File: src/rtl/pixel_write_arbiter.sv
// ============================================================================
// Module   : pixel_write_arbiter
// Brief    : Arbitrates painter/overlay pixel writes into one registered
//            graphic-manager write port, with an optional full-screen clear.
//            Macro PIXEL_WRITE_ARBITER_CLEAR_EN enables the clear sweep.
// Revision : 1.0 - initial release
// ============================================================================
`default_nettype none

module pixel_write_arbiter #(
    parameter int COL_NUM      = 320,
    parameter int ROW_NUM      = 240,
    parameter int STARVE_LIMIT = 64
) (
    input  logic       clk,
    input  logic       reset,
    input  logic       initialized,
    input  logic       p_valid,
    input  logic       p_lock,
    input  logic [8:0] p_col,
    input  logic [7:0] p_row,
    input  logic       p_color,
    output logic       p_ready,
    input  logic       o_valid,
    input  logic       o_lock,
    input  logic [8:0] o_col,
    input  logic [7:0] o_row,
    input  logic       o_color,
    output logic       o_ready,
    input  logic       clear_req,
    output logic       clear_busy,
    output logic       clear_done,
    input  logic       gm_ready,
    output logic       gm_write,
    output logic [8:0] gm_col,
    output logic [7:0] gm_row,
    output logic       gm_color
);

    localparam int                CNT_W        = $clog2(STARVE_LIMIT + 1);
    localparam logic [CNT_W-1:0]  C_STARVE_MAX = CNT_W'(STARVE_LIMIT);

    typedef enum logic [2:0] {
        WAIT_INIT = 3'd0,
        IDLE      = 3'd1,
        SERVE_P   = 3'd2,
        SERVE_O   = 3'd3,
        CLEAR     = 3'd4
    } state_t;

    state_t           state_q, state_d;
    logic [CNT_W-1:0] starve_q, starve_d;

    logic             gm_write_q;
    logic [8:0]       gm_col_q;
    logic [7:0]       gm_row_q;
    logic             gm_color_q;

    logic             w_stage_free;
    logic             w_o_grant;
    logic             w_beat_load;
    logic [8:0]       w_beat_col;
    logic [7:0]       w_beat_row;
    logic             w_beat_color;

    logic             w_clear_pend;
    logic             w_clr_acc;
    logic             w_clr_last;
    logic [8:0]       w_clr_col;
    logic [7:0]       w_clr_row;

    assign w_stage_free = !gm_write_q || gm_ready;
    assign p_ready      = (state_q == SERVE_P) && p_valid && w_stage_free;
    assign o_ready      = (state_q == SERVE_O) && o_valid && w_stage_free;

    // Overlay wins in IDLE only when the painter is absent or has starved it.
    assign w_o_grant = (state_q == IDLE) && !w_clear_pend && o_valid &&
                       (!p_valid || (starve_q == C_STARVE_MAX));

    always_comb begin
        starve_d = starve_q;
        if (!o_valid || w_o_grant) begin
            starve_d = '0;
        end else if (p_ready && (starve_q != C_STARVE_MAX)) begin
            starve_d = starve_q + 1'b1;
        end
    end

    always_comb begin
        state_d = state_q;
        case (state_q)
            WAIT_INIT: if (initialized) state_d = IDLE;
            IDLE: begin
                if (w_clear_pend)   state_d = CLEAR;
                else if (w_o_grant) state_d = SERVE_O;
                else if (p_valid)   state_d = SERVE_P;
            end
            // Preemption is only evaluated once the painter drops its lock.
            SERVE_P: if (!p_lock && (!p_ready || (o_valid && (starve_d == C_STARVE_MAX))))
                         state_d = IDLE;
            SERVE_O: if (!o_lock && !o_ready) state_d = IDLE;
            CLEAR:   if (w_clr_acc && w_clr_last) state_d = IDLE;
            default: state_d = WAIT_INIT;
        endcase
    end

    always_ff @(posedge clk) begin
        if (reset) begin
            state_q  <= WAIT_INIT;
            starve_q <= '0;
        end else begin
            state_q  <= state_d;
            starve_q <= starve_d;
        end
    end

    assign w_beat_load = p_ready || o_ready || w_clr_acc;

    always_comb begin
        w_beat_col   = w_clr_col;
        w_beat_row   = w_clr_row;
        w_beat_color = 1'b0;
        if (p_ready) begin
            w_beat_col   = p_col;
            w_beat_row   = p_row;
            w_beat_color = p_color;
        end else if (o_ready) begin
            w_beat_col   = o_col;
            w_beat_row   = o_row;
            w_beat_color = o_color;
        end
    end

    always_ff @(posedge clk) begin
        if (reset) begin
            gm_write_q <= 1'b0;
            gm_col_q   <= '0;
            gm_row_q   <= '0;
            gm_color_q <= 1'b0;
        end else if (w_beat_load) begin
            gm_write_q <= 1'b1;
            gm_col_q   <= w_beat_col;
            gm_row_q   <= w_beat_row;
            gm_color_q <= w_beat_color;
        end else if (gm_ready) begin
            gm_write_q <= 1'b0;
        end
    end

    assign gm_write = gm_write_q;
    assign gm_col   = gm_col_q;
    assign gm_row   = gm_row_q;
    assign gm_color = gm_color_q;

`ifdef PIXEL_WRITE_ARBITER_CLEAR_EN
    localparam logic [8:0] C_LAST_COL = 9'(COL_NUM - 1);
    localparam logic [7:0] C_LAST_ROW = 8'(ROW_NUM - 1);

    logic       clear_busy_q;
    logic       clear_done_q;
    logic [8:0] clr_col_q;
    logic [7:0] clr_row_q;

    assign w_clear_pend = clear_busy_q;
    assign w_clr_acc    = (state_q == CLEAR) && w_stage_free;
    assign w_clr_last   = (clr_col_q == C_LAST_COL) && (clr_row_q == C_LAST_ROW);
    assign w_clr_col    = clr_col_q;
    assign w_clr_row    = clr_row_q;

    always_ff @(posedge clk) begin
        if (reset) begin
            clear_busy_q <= 1'b0;
            clear_done_q <= 1'b0;
            clr_col_q    <= '0;
            clr_row_q    <= '0;
        end else begin
            clear_done_q <= 1'b0;
            if (w_clr_acc && w_clr_last) begin
                clear_busy_q <= 1'b0;
                clear_done_q <= 1'b1;
                clr_col_q    <= '0;
                clr_row_q    <= '0;
            end else begin
                if (clear_req && !clear_busy_q && (state_q != WAIT_INIT)) begin
                    clear_busy_q <= 1'b1;
                end
                if (w_clr_acc) begin
                    if (clr_col_q == C_LAST_COL) begin
                        clr_col_q <= '0;
                        clr_row_q <= clr_row_q + 1'b1;
                    end else begin
                        clr_col_q <= clr_col_q + 1'b1;
                    end
                end
            end
        end
    end

    assign clear_busy = clear_busy_q;
    assign clear_done = clear_done_q;
`else
    localparam int unused_dims = COL_NUM + ROW_NUM;
    logic unused_clear_req;

    assign unused_clear_req = clear_req;
    assign w_clear_pend     = 1'b0;
    assign w_clr_acc        = 1'b0;
    assign w_clr_last       = 1'b0;
    assign w_clr_col        = '0;
    assign w_clr_row        = '0;
    assign clear_busy       = 1'b0;
    assign clear_done       = 1'b0;
`endif

endmodule

`default_nettype wire

File: config.mk
export PLATFORM = sky130hd
export DESIGN_NAME = pixel_write_arbiter
export DESIGN_NICKNAME = d
export VERILOG_FILES = /design/src/rtl/pixel_write_arbiter.sv
export SDC_FILE = /design/constraint.sdc
export NUM_CORES = 1
export LEC_CHECK = 0
export BUFFER_PORTS_ARGS = -buffer_cell sky130_fd_sc_hd__buf_4
export CORE_ASPECT_RATIO = 0.7
export CORE_MARGIN = 10
export CORE_UTILIZATION = 42
export DETAILED_ROUTE_END_ITERATION = 8
export PLACE_DENSITY = 0.82
export SLEW_MARGIN = 10
export SYNTH_ARGS = -nofsm -noshare
export SYNTH_HDL_FRONTEND = slang
export SYNTH_SLANG_ARGS = --single-unit
File: constraint.sdc
create_clock -name clk -period 1.65 [get_ports clk]
set_clock_uncertainty 0.05 [all_clocks]
set_input_delay 0.2475 -clock clk [delete_from_list [all_inputs] [get_ports clk]]
set_output_delay 0.2475 -clock clk [all_outputs]
set_load 0.02 [all_outputs]
==> impl_metrics.json <==
{
  "fin_crit_ns": 1.62,
  "synth-simple-area-share_pct": 20.5,
  "insertion_delay_ns": 0.27,
  "hold_slack_ns": 0.197,
  "diodes": 0,
  "cpMaxStageDelayCell": "dfxtp_1",
  "clock_path_buffers": 2,
  "numPortBuffers": 64,
  "setup_viol": 0,
  "clk_pin_slew_worst_paths_ns": 0.09,
  "hpwlAfterDp_um": 3310,
  "gp_congestion": 0.826,
  "ys_seq_elements": 28,
  "grt_pass1_wl_um": 6820,
  "power_switching_w": 0.000528,
  "critical_path_buf_inv_count": 0,
  "status": "finished, final reports clean",
  "via_per_inst": 5.01,
  "clock_sinks": 28,
  "synth_cells": 168,
  "grt_pass1_vias": 1487,
  "core_sq_um": 3540,
  "root_buffer": "clkbuf_8",
  "ys_top_cells_by_area": "dfxtp_1, a22oi_1, a21oi_1",
  "clockPowerShare_pct": 23.1,
  "core.rowCount": 18,
  "cp.required_ns": 1.76,
  "cp_max_fo": 6,
  "grt_usage_pct": 12.4,
  "fmax_mhz": 618,
  "syn_to_final_growth_pct": 46.0,
  "yosysTopAreaCellShare_pct": 36.2,
  "synth_edf_count": 0,
  "vias": 1494,
  "synth_area_sq_um": 1550,
  "grt_max_degree": 23,
  "synth.mux.area_fraction_pct": 6.71,
  "antenna_found_initial": 0,
  "die-area_sq_um": 6550,
  "path_cells": "and3_1 -> and4_4 -> mux2_2 -> o2111ai_2 -> a221oi_2",
  "fin_area_sq_um": 2260,
  "post-route-period-util_pct": 98.1,
  "p_seq_share_pct": 43.6,
  "worstHoldPathType": "in -> reg",
  "synth_fa_ha_area_share_pct": 1.62,
  "overflow": 0,
  "cts_tree": "done",
  "h-tree-depth": 1,
  "synth-main-ff-cell": "dfxtp_1",
  "drt_iter0_markers": 47,
  "initial_utilization_pct": 43.8,
  "p_total_w": 0.00179,
  "totalWireLength_um": 4250,
  "yosysWarnings": 0,
  "yosysMostFrequentCell": "dfxtp_1",
  "io_pins": 68,
  "ant_nets": 0,
  "syn_area_per_cell_sq_um": 9.21,
  "dpl_cell_area_sq_um": 2120,
  "drv_slew": 0,
  "synth_top_family_by_area": "compound AO/OA/AOI/OAI gates",
  "place_worst_setup_slack_ns": -0.00783,
  "final_nets": 296,
  "arrival_ns": 1.72,
  "synth.distinct_cells": 51,
  "synth_xor_area_share_pct": 3.40,
  "slowest_delay_ns": 0.49,
  "fin_setup_tns_ns": 0,
  "rsz0062_at_grt": "true",
  "endpoint_kind": "flip-flop",
  "synth_top_cell_by_area": "dfxtp_1",
  "p_leak_nw": 0.947,
  "ys_seq_area_share_pct": 36.2,
  "internal_power_w": 0.00126,
  "synth_compound_area_share_pct": 22.8,
  "cts_hold_buf": 0,
  "first_pass_iters": 5,
  "fin_ws_ns": 0.0315,
  "maxCapViolations": 0,
  "dieWidth_um": 92.6,
  "synthTopCellsByCount": "dfxtp_1, nand2_1, nor2_1",
  "die_y_um": 70.8,
  "drive_above_1_share_pct": 47.6,
  "post-route-drc-count": 0,
  "crit_path_start_kind": "flip-flop",
  "ys_async_sr_fraction_pct": 0,
  "finalHoldViolCount": 0,
  "cp_top_family": "flip-flops",
  "crit_type": "reg -> reg",
  "powerDensity_nw_per_um2": 792,
  "p_comb_share_pct": 33.3,
  "irDropWorstVdd_v": 0.000526,
  "swShare_pct": 29.5,
  "cts_buffers": 3,
  "routedWlPerCell_um": 14.2
}
state kept, by name (all words and copies together), names as in the netlist:
name and count:
gm_color 1, gm_col 9, starve_q 7, state_q 2, gm_row 8, gm_write 1
layout by cell type, fill, tap and decap left out, drive strengths merged, types with 3 or more instances in the layout:
cell type,instances
o21ai,3
nand3,3
and3,3
a22oi,11
nand2,16
xnor2,3
a21oi,14
nor2,18
inv,4
clkbuf,4
xor2,3
mux2i,7
buf,88
a211oi,7
dfxtp,28
worst paths after layout:
check	depth (start not counted)	slack, ns	to	startpoint
min reg2reg	2	0.41	gm_row[6]	gm_row[6]
max	5	0.03	state_q[0]	starve_q[3]
max reg2reg	5	0.03	state_q[0]	starve_q[3]
min	3	0.20	gm_row[7]	o_row[7]
repair_timing:
action	4_1_cts	5_1_grt
gates resized for setup	4	7
buffers inserted	0	6
endpoints found under the setup margin	4	7
pin swaps	1	4
hold endpoints to repair	0	0
through the flow:
step           std cells  utilization, %
2_1_floorplan        169               -
3_3_place_gp         288            60.0
3_5_place_dp         288            60.0
4_1_cts              292            61.9
5_1_grt              298            63.9
6_report             298            63.9
worst min-delay path, delay by kind of cell:
kind,cells,cell delay [ns]
AOI/OAI and AO/OA,2,0.16
buffers and inverters,1,0.08
power by group through the flow:
stage               combinational [W]  clock [W]  sequential [W]
finish                       0.000596   0.000413        0.000780
global route                 0.000658   0.000444        0.000790
CTS                          0.000587   0.000423        0.000780
detailed placement           0.000583          0        0.000792
global placement             0.000574          0        0.000791
floorplan                    0.000288          0        0.000856
final cells by class:
cell class	instances	area, sq um
sequential	28	568
inverter	4	15.0
timing repair buffer	88	664
fill	301	1280
multi-input combinational	124	895
tap	50	62.6
clock buffer	4	55.1
metal layers:
layer  GRT usage [%]  routed length (um)  vias to the layer above
met5               0                   0                        -
li1                -                   -                      767
met2            20.0                1840                       58
met4            3.58                  55                        0
met1            14.6                1940                      663
met3            5.58                 413                        6
cell families (layout without fill, tap and decap cells):
logic type,Yosys count,count (layout)
flops,28,28
compound gates,48,48
xor+xnor,6,6
mux,9,9
buf+inv,17,96
simple gates,57,57
other cells,1,2
fa+ha+maj,2,2
Note: power is estimated with default switching activity, not from simulation.
